<file path="config.mk">
export PLATFORM = sky130hd
export DESIGN_NAME = prog_control_param
export DESIGN_NICKNAME = d
export VERILOG_FILES = /design/src/rtl/prog_pkg.sv /design/src/rtl/prog_alu.sv /design/src/rtl/prog_control_param.sv
export SDC_FILE = /design/constraint.sdc
export NUM_CORES = 1
export LEC_CHECK = 0
export CORE_ASPECT_RATIO = 1.1
export CORE_UTILIZATION = 55
export DETAILED_ROUTE_END_ITERATION = 12
export PLACE_DENSITY = 0.77
export SETUP_SLACK_MARGIN = 0.2
export SLEW_MARGIN = 15
export SYNTH_ARGS = -nofsm -noshare
export SYNTH_HDL_FRONTEND = slang
export SYNTH_SLANG_ARGS = --single-unit
</file>
<file path="constraint.sdc">
create_clock -name clk -period 2.4 [get_ports clk]
set_input_delay 0.48 -clock clk [delete_from_list [all_inputs] [get_ports clk]]
set_output_delay 0.48 -clock clk [all_outputs]
set_load 0.01 [all_outputs]
</file>
<file path="src/rtl/prog_pkg.sv">
// Shared definitions for the tiny programmable controller: opcode and FSM state enums.
package prog_pkg;

    localparam int OPW = 4;

    typedef enum logic [OPW-1:0] {
        OP_ADD = 4'h0, OP_SUB = 4'h1, OP_AND = 4'h2, OP_OR  = 4'h3,
        OP_LD  = 4'h4, OP_ST  = 4'h5, OP_LDI = 4'h6, OP_OUT = 4'h7,
        OP_MOV = 4'h8, OP_JMP = 4'h9, OP_JC  = 4'hA, OP_JNC = 4'hB,
        OP_JZ  = 4'hC, OP_JNZ = 4'hD, OP_IN  = 4'hE, OP_HLT = 4'hF
    } opcode_e;

    typedef enum logic [1:0] {
        S_IDLE  = 2'd0,
        S_FETCH = 2'd1,
        S_EXEC  = 2'd2,
        S_HALT  = 2'd3
    } state_e;

endpackage

</file>
<file path="src/rtl/prog_alu.sv">
// Combinational ALU for ADD/SUB/AND/OR; carry is the sum carry-out or the subtract borrow.
module prog_alu
    import prog_pkg::*;
#(
    parameter int DW = 4
) (
    input  opcode_e         op,
    input  logic [DW-1:0]   a,
    input  logic [DW-1:0]   b,
    output logic [DW-1:0]   result,
    output logic            carry
);

    logic [DW:0] wide;

    // One extra bit: carry-out for ADD, borrow (a < b) for SUB, zero for logic ops.
    always_comb begin
        wide = '0;
        case (op)
            OP_ADD:  wide = {1'b0, a} + {1'b0, b};
            OP_SUB:  wide = {1'b0, a} - {1'b0, b};
            OP_AND:  wide = {1'b0, a & b};
            OP_OR:   wide = {1'b0, a | b};
            default: wide = '0;
        endcase
    end

    assign result = wide[DW-1:0];
    assign carry  = wide[DW];

endmodule

</file>
<file path="src/rtl/prog_control_param.sv">
// Two-cycle-per-instruction accumulator machine with loadable program and data memories.
// Optional zero flag and JZ/JNZ enabled by defining PROG_ZFLAG_EN.
module prog_control_param
    import prog_pkg::*;
#(
    parameter int DW  = 4,
    parameter int AW  = 4,
    parameter int MAW = 4
) (
    input  logic              clk,
    input  logic              reset_n,
    input  logic              prog_we,
    input  logic [AW-1:0]     prog_addr,
    input  logic [OPW+DW-1:0] prog_data,
    input  logic              start,
    input  logic [DW-1:0]     portin,
    output logic [DW-1:0]     portout,
    output logic              running,
    output logic              halted,
    output logic [AW-1:0]     pc,
    output state_e            dbg_state,
    output logic [DW-1:0]     dbg_y,
    output logic              dbg_carry
);

    // Strobes: prog_we and start are single-cycle level samples taken at posedge; prog_we is
    // honoured only in IDLE/HALT, start only in IDLE/HALT (both ignored while running).

    logic [OPW+DW-1:0] pm [2**AW];
    logic [DW-1:0]     dm [2**MAW];

    state_e            state, state_n;
    logic [OPW+DW-1:0] ir;
    logic [DW-1:0]     y, y1;
    logic              carry;
`ifdef PROG_ZFLAG_EN
    logic              zero;
`endif

    opcode_e           opc;
    logic [DW-1:0]     opnd;
    logic [DW-1:0]     alu_res;
    logic              alu_c;
    logic              taken;
    logic              y_upd;
    logic [DW-1:0]     y_nxt;
    logic [AW-1:0]     pc_nxt;

    assign opc  = opcode_e'(ir[OPW+DW-1:DW]);
    assign opnd = ir[DW-1:0];

    prog_alu #(.DW(DW)) u_alu (
        .op     (opc),
        .a      (y),
        .b      (y1),
        .result (alu_res),
        .carry  (alu_c)
    );

    always_ff @(posedge clk or negedge reset_n) begin
        if (!reset_n) state <= S_IDLE;
        else          state <= state_n;
    end

    always_comb begin
        state_n = state;
        case (state)
            S_IDLE:  if (start) state_n = S_FETCH;
            S_FETCH: state_n = S_EXEC;
            S_EXEC:  state_n = (opc == OP_HLT) ? S_HALT : S_FETCH;
            S_HALT:  if (start) state_n = S_FETCH;
            default: state_n = S_IDLE;
        endcase
    end

    // Accumulator result; the set of Y-writing opcodes is also the zero-flag update set.
    always_comb begin
        taken = 1'b0;
        y_upd = 1'b0;
        y_nxt = y;
        case (opc)
            OP_ADD, OP_SUB, OP_AND, OP_OR: begin y_nxt = alu_res; y_upd = 1'b1; end
            OP_LD:  begin y_nxt = dm[opnd[MAW-1:0]]; y_upd = 1'b1; end
            OP_LDI: begin y_nxt = opnd;              y_upd = 1'b1; end
            OP_IN:  begin y_nxt = portin;            y_upd = 1'b1; end
            OP_JMP: taken = 1'b1;
            OP_JC:  taken = carry;
            OP_JNC: taken = ~carry;
`ifdef PROG_ZFLAG_EN
            OP_JZ:  taken = zero;
            OP_JNZ: taken = ~zero;
`endif
            default: ;
        endcase
        if (opc == OP_HLT) pc_nxt = pc;
        else if (taken)    pc_nxt = opnd[AW-1:0];
        else               pc_nxt = pc + AW'(1);
    end

    always_ff @(posedge clk or negedge reset_n) begin
        if (!reset_n) begin
            pc      <= '0;
            ir      <= '0;
            y       <= '0;
            y1      <= '0;
            carry   <= 1'b0;
            portout <= '0;
`ifdef PROG_ZFLAG_EN
            zero    <= 1'b0;
`endif
        end else begin
            case (state)
                S_IDLE, S_HALT: if (start) pc <= '0;
                S_FETCH: ir <= pm[pc];
                S_EXEC: begin
                    pc <= pc_nxt;
                    if (y_upd) y <= y_nxt;
                    if (opc == OP_ADD || opc == OP_SUB) carry <= alu_c;
                    if (opc == OP_MOV) y1 <= y;
                    if (opc == OP_OUT) portout <= y;
`ifdef PROG_ZFLAG_EN
                    if (y_upd) zero <= (y_nxt == '0);
`endif
                end
                default: ;
            endcase
        end
    end

    // Memories are never reset; an async reset drops state to IDLE, which blocks any ST write.
    always_ff @(posedge clk) begin
        if (prog_we && (state == S_IDLE || state == S_HALT)) pm[prog_addr] <= prog_data;
        if (state == S_EXEC && opc == OP_ST) dm[opnd[MAW-1:0]] <= y;
    end

    assign running   = (state == S_FETCH) || (state == S_EXEC);
    assign halted    = (state == S_HALT);
    assign dbg_state = state;
    assign dbg_y     = y;
    assign dbg_carry = carry;

endmodule

</file>
==> results_dict.tcl <==
set metrics [dict create \
    status "finished with violations" \
    violations "design-rule violations" \
    gp_congestion 0.879 \
    grt_pass1_vias 5494 \
    dpl_cell_area_sq_um 10100 \
    switching_share 0.319 \
    grt_overflow 0 \
    die_x_um 126 \
    final.period_utilization 0.951 \
    grt_pass1_wl_um 30700 \
    antenna_cells 0 \
    power.leakage_nw 3.73 \
    synth_top_area_share 0.623 \
    finalClockSkew_ns 0.0197 \
    fin_area_sq_um 10900 \
    yosysMostFrequentCell "edfxtp_1" \
    clk_latency_ns 0.52 \
    avgSynthCellArea_sq_um 16.6 \
    ys_ff_latch 219 \
    crit_required_ns 2.63 \
    wl_per_cell_um 23.1 \
    yosysTopAreaCell "edfxtp_1" \
    num_vias 5250 \
    core_area_sq_um 16400 \
    fmax_ghz 0.438 \
    r2r_cells 7 \
    p_int_mw 8.41 \
    cp_data_arrival_time_ns 2.52 \
    drc 2 \
    cts.htree.levels 1 \
    ff2ff_setup_slack_ns 0.12 \
    finalSetupTns_ns 0 \
    via_per_inst 6.10 \
    finalCriticalPeriod_ns 2.28 \
    crit_path_end_kind "register" \
    maxSlewHeadroom 0.468 \
    portBuffers 36 \
    route.met2.wl_um 10300 \
    rsz0062_at_grt "yes" \
    die_area_sq_um 17300 \
    ant_nets 0 \
    hold_viol_final 0 \
    dp_hpwl_um 12800 \
    max-vdd-ir-drop_uv 751 \
    start_kind "register" \
    synth.distinct_cells 51 \
    first_pass_iters 9 \
    drive_above_1_share 0.232 \
    num-nets-final 674 \
    switching_power_mw 3.94 \
    crit-reg2reg-capture "dm[0][1]$_DFFE_PP_" \
    row_count 49 \
    seq_area_frac_synth 0.696 \
    hold_path_class "primary input to asynchronous set/reset pin" \
    drt_wl_total_um 19900 \
    synth_warnings 0 \
    cts_buffers 23 \
    initial_core_util 0.563 \
    clockPowerShare 0.265 \
    grt_start_max_net_pins 38 \
    areaGrowthSynthToFinish_pct 18.3 \
    cts_sinks 219 \
    synthTopCellsByCount "edfxtp_1, nor2_1, mux4_2" \
    worstMarginPinSlew_ns 0.798 \
    antenna_found_initial 0 \
    drtIter0Drc 483 \
    syn_nets 591 \
    synthTopCellsByArea "edfxtp_1, mux4_2, dfrtp_1" \
    cp_max_fo 16 \
    path_clk_slew_ns 0.06 \
    wl_met1_um 7650 \
    setup_violations 0 \
    r2r_start "ir[7]$_DFFE_PN0N_" \
    worstSetupPathType "register to register" \
    max-clock-path-buffers 3 \
    syn_inst 559 \
    fillers 1104 \
    syn_area_sq_um 9250 \
    max-cap-violations 0 \
    pwr-share-comb 0.338 \
    root_buffer "clkbuf_16" \
    async_flop_share 0.123 \
    fp.dieH_um 138 \
    synth_ff_type "edfxtp_1" \
    grt_usage 0.237 \
    met3WireLength_um 1210 \
    synth-edff-count 192 \
    cts_tree "built" \
    top_layer "met4" \
    io_pins 37 \
    drv_slew 0 \
    power_frac_seq 0.397 \
    power_density_nw_per_um2 1130 \
]
-- worst max-delay path, stage by stage, from the launching register on --
cell      delay, ns
dfrtp_1        0.41
buf_4          0.14
buf_4          0.18
nand4b_1       0.23
nand2b_1       0.22
or3_1          0.47
nor3_1         0.19
buf_4          0.16
-- cells by family (layout without fill, tap and decap cells) --
family                   count (synthesis)  count (layout)  synth area share
AO/OA/AOI/OAI                           74              74            0.0518
adder cells (fa/ha/maj)                 13              13            0.0181
flip-flops                             219             219             0.696
multiplexers                            81              81             0.141
buffers and inverters                   41             138            0.0214
XOR/XNOR                                 4               4           0.00379
AND/OR/NAND/NOR                        127             127            0.0673
-- power groups by stage --
| stage | combinational, mW | clock, mW | sequential (mW) |
|---|---|---|---|
| global route | 4.53 | 3.46 | 4.93 |
| detailed placement | 3.84 | 0 | 5.03 |
| floorplan | 2.56 | 0 | 4.95 |
| global placement | 3.77 | 0 | 5.01 |
| CTS | 4.06 | 3.33 | 4.90 |
| finish | 4.17 | 3.27 | 4.90 |
-- repair_timing --
item                                    in CTS  in global routing
endpoints found under the setup margin       6                 16
buffers inserted                             7                  1
hold buffers                                 0                  0
cloned                                       1                  0
pin swaps                                    5                  1
resized for setup                            9                 13
-- per-stage QoR --
stage	setup slack, ns	std cells	power, mW	utilization	hold WS [ns]
global route	-0.00150	860	12.9	0.666	0.378
detailed placement	0.137	812	8.87	0.614	0.477
floorplan	0.114	559	7.52	-	0.184
finish	0.117	860	12.3	0.666	0.348
global placement	0.180	812	8.77	0.614	0.470
CTS	0.185	859	12.3	0.663	0.351
-- flip-flops by register name, summed over array words and instances (netlist names), 2 cells and up --
signal,count
ir,8
portout,4
dbg_y,4
pc,4
pm,128
dbg_state,2
y1,4
dm,64
-- how the worst max path moves through the flow --
stage	cells after the start	from	slack, ns	end
floorplan	12	ir[6]$_DFFE_PN0N_	0.11	dbg_y[3]$_DFFE_PN0P_
global placement	11	ir[6]$_DFFE_PN0N_	0.18	dbg_y[3]$_DFFE_PN0P_
detailed placement	10	y1[0]$_DFFE_PN0P_	0.14	dbg_y[3]$_DFFE_PN0P_
CTS	3	dbg_state[1]$_DFFE_PN0P_	0.18	halted
global route	10	ir[7]$_DFFE_PN0N_	-0.002	dbg_y[2]$_DFFE_PN0P_
finish	7	ir[7]$_DFFE_PN0N_	0.12	dm[0][1]$_DFFE_PP_
-- routing by layer --
layer	vias to the layer above	global-route usage
li1	2359	-
met1	2641	0.294
met2	199	0.414
met3	51	0.0418
met4	0	0.0931
met5	-	0
-- cell usage in the layout, fill, tap and decap left out, types with 2 or more instances in the layout --
master / instances
edfxtp_1: 192
buf_4: 45
nor2_1: 39
mux4_2: 37
clkdlybuf4s50_1: 34
mux2i_1: 28
nand2_1: 26
o21ai_0: 24
dfrtp_1: 24
clkbuf_16: 23
nand2b_1: 18
mux2_2: 15
a21oi_1: 11
inv_1: 10
ha_1: 9
nor3_1: 8
nand3_1: 8
o221ai_1: 7
nor2b_1: 6
a31oi_1: 6
o22ai_1: 5
clkinv_2: 5
and3b_1: 4
a211oi_1: 4
clkinv_1: 4
clkbuf_1: 4
or3_1: 3
buf_12: 3
a21o_1: 2
xnor2_1: 2
xor2_1: 2
nand4_1: 2
nor2_4: 2
o211ai_1: 2
o32a_1: 2
o21a_1: 2
ha_4: 2
dfrtp_2: 2
buf_6: 2
-- area by class of cell --
cell class,instances,area (sq um),share of cell area
Sequential cell,219,6450,0.589
Tap cell,204,255,0.0233
Timing Repair Buffer,88,830,0.0758
Inverter,11,41.3,0.00377
Multi-Input combinational cell,299,2690,0.245
Clock buffer,27,591,0.0539
Clock inverter,12,98.8,0.00903
No activity file was read; power rests on OpenSTA's default activity.
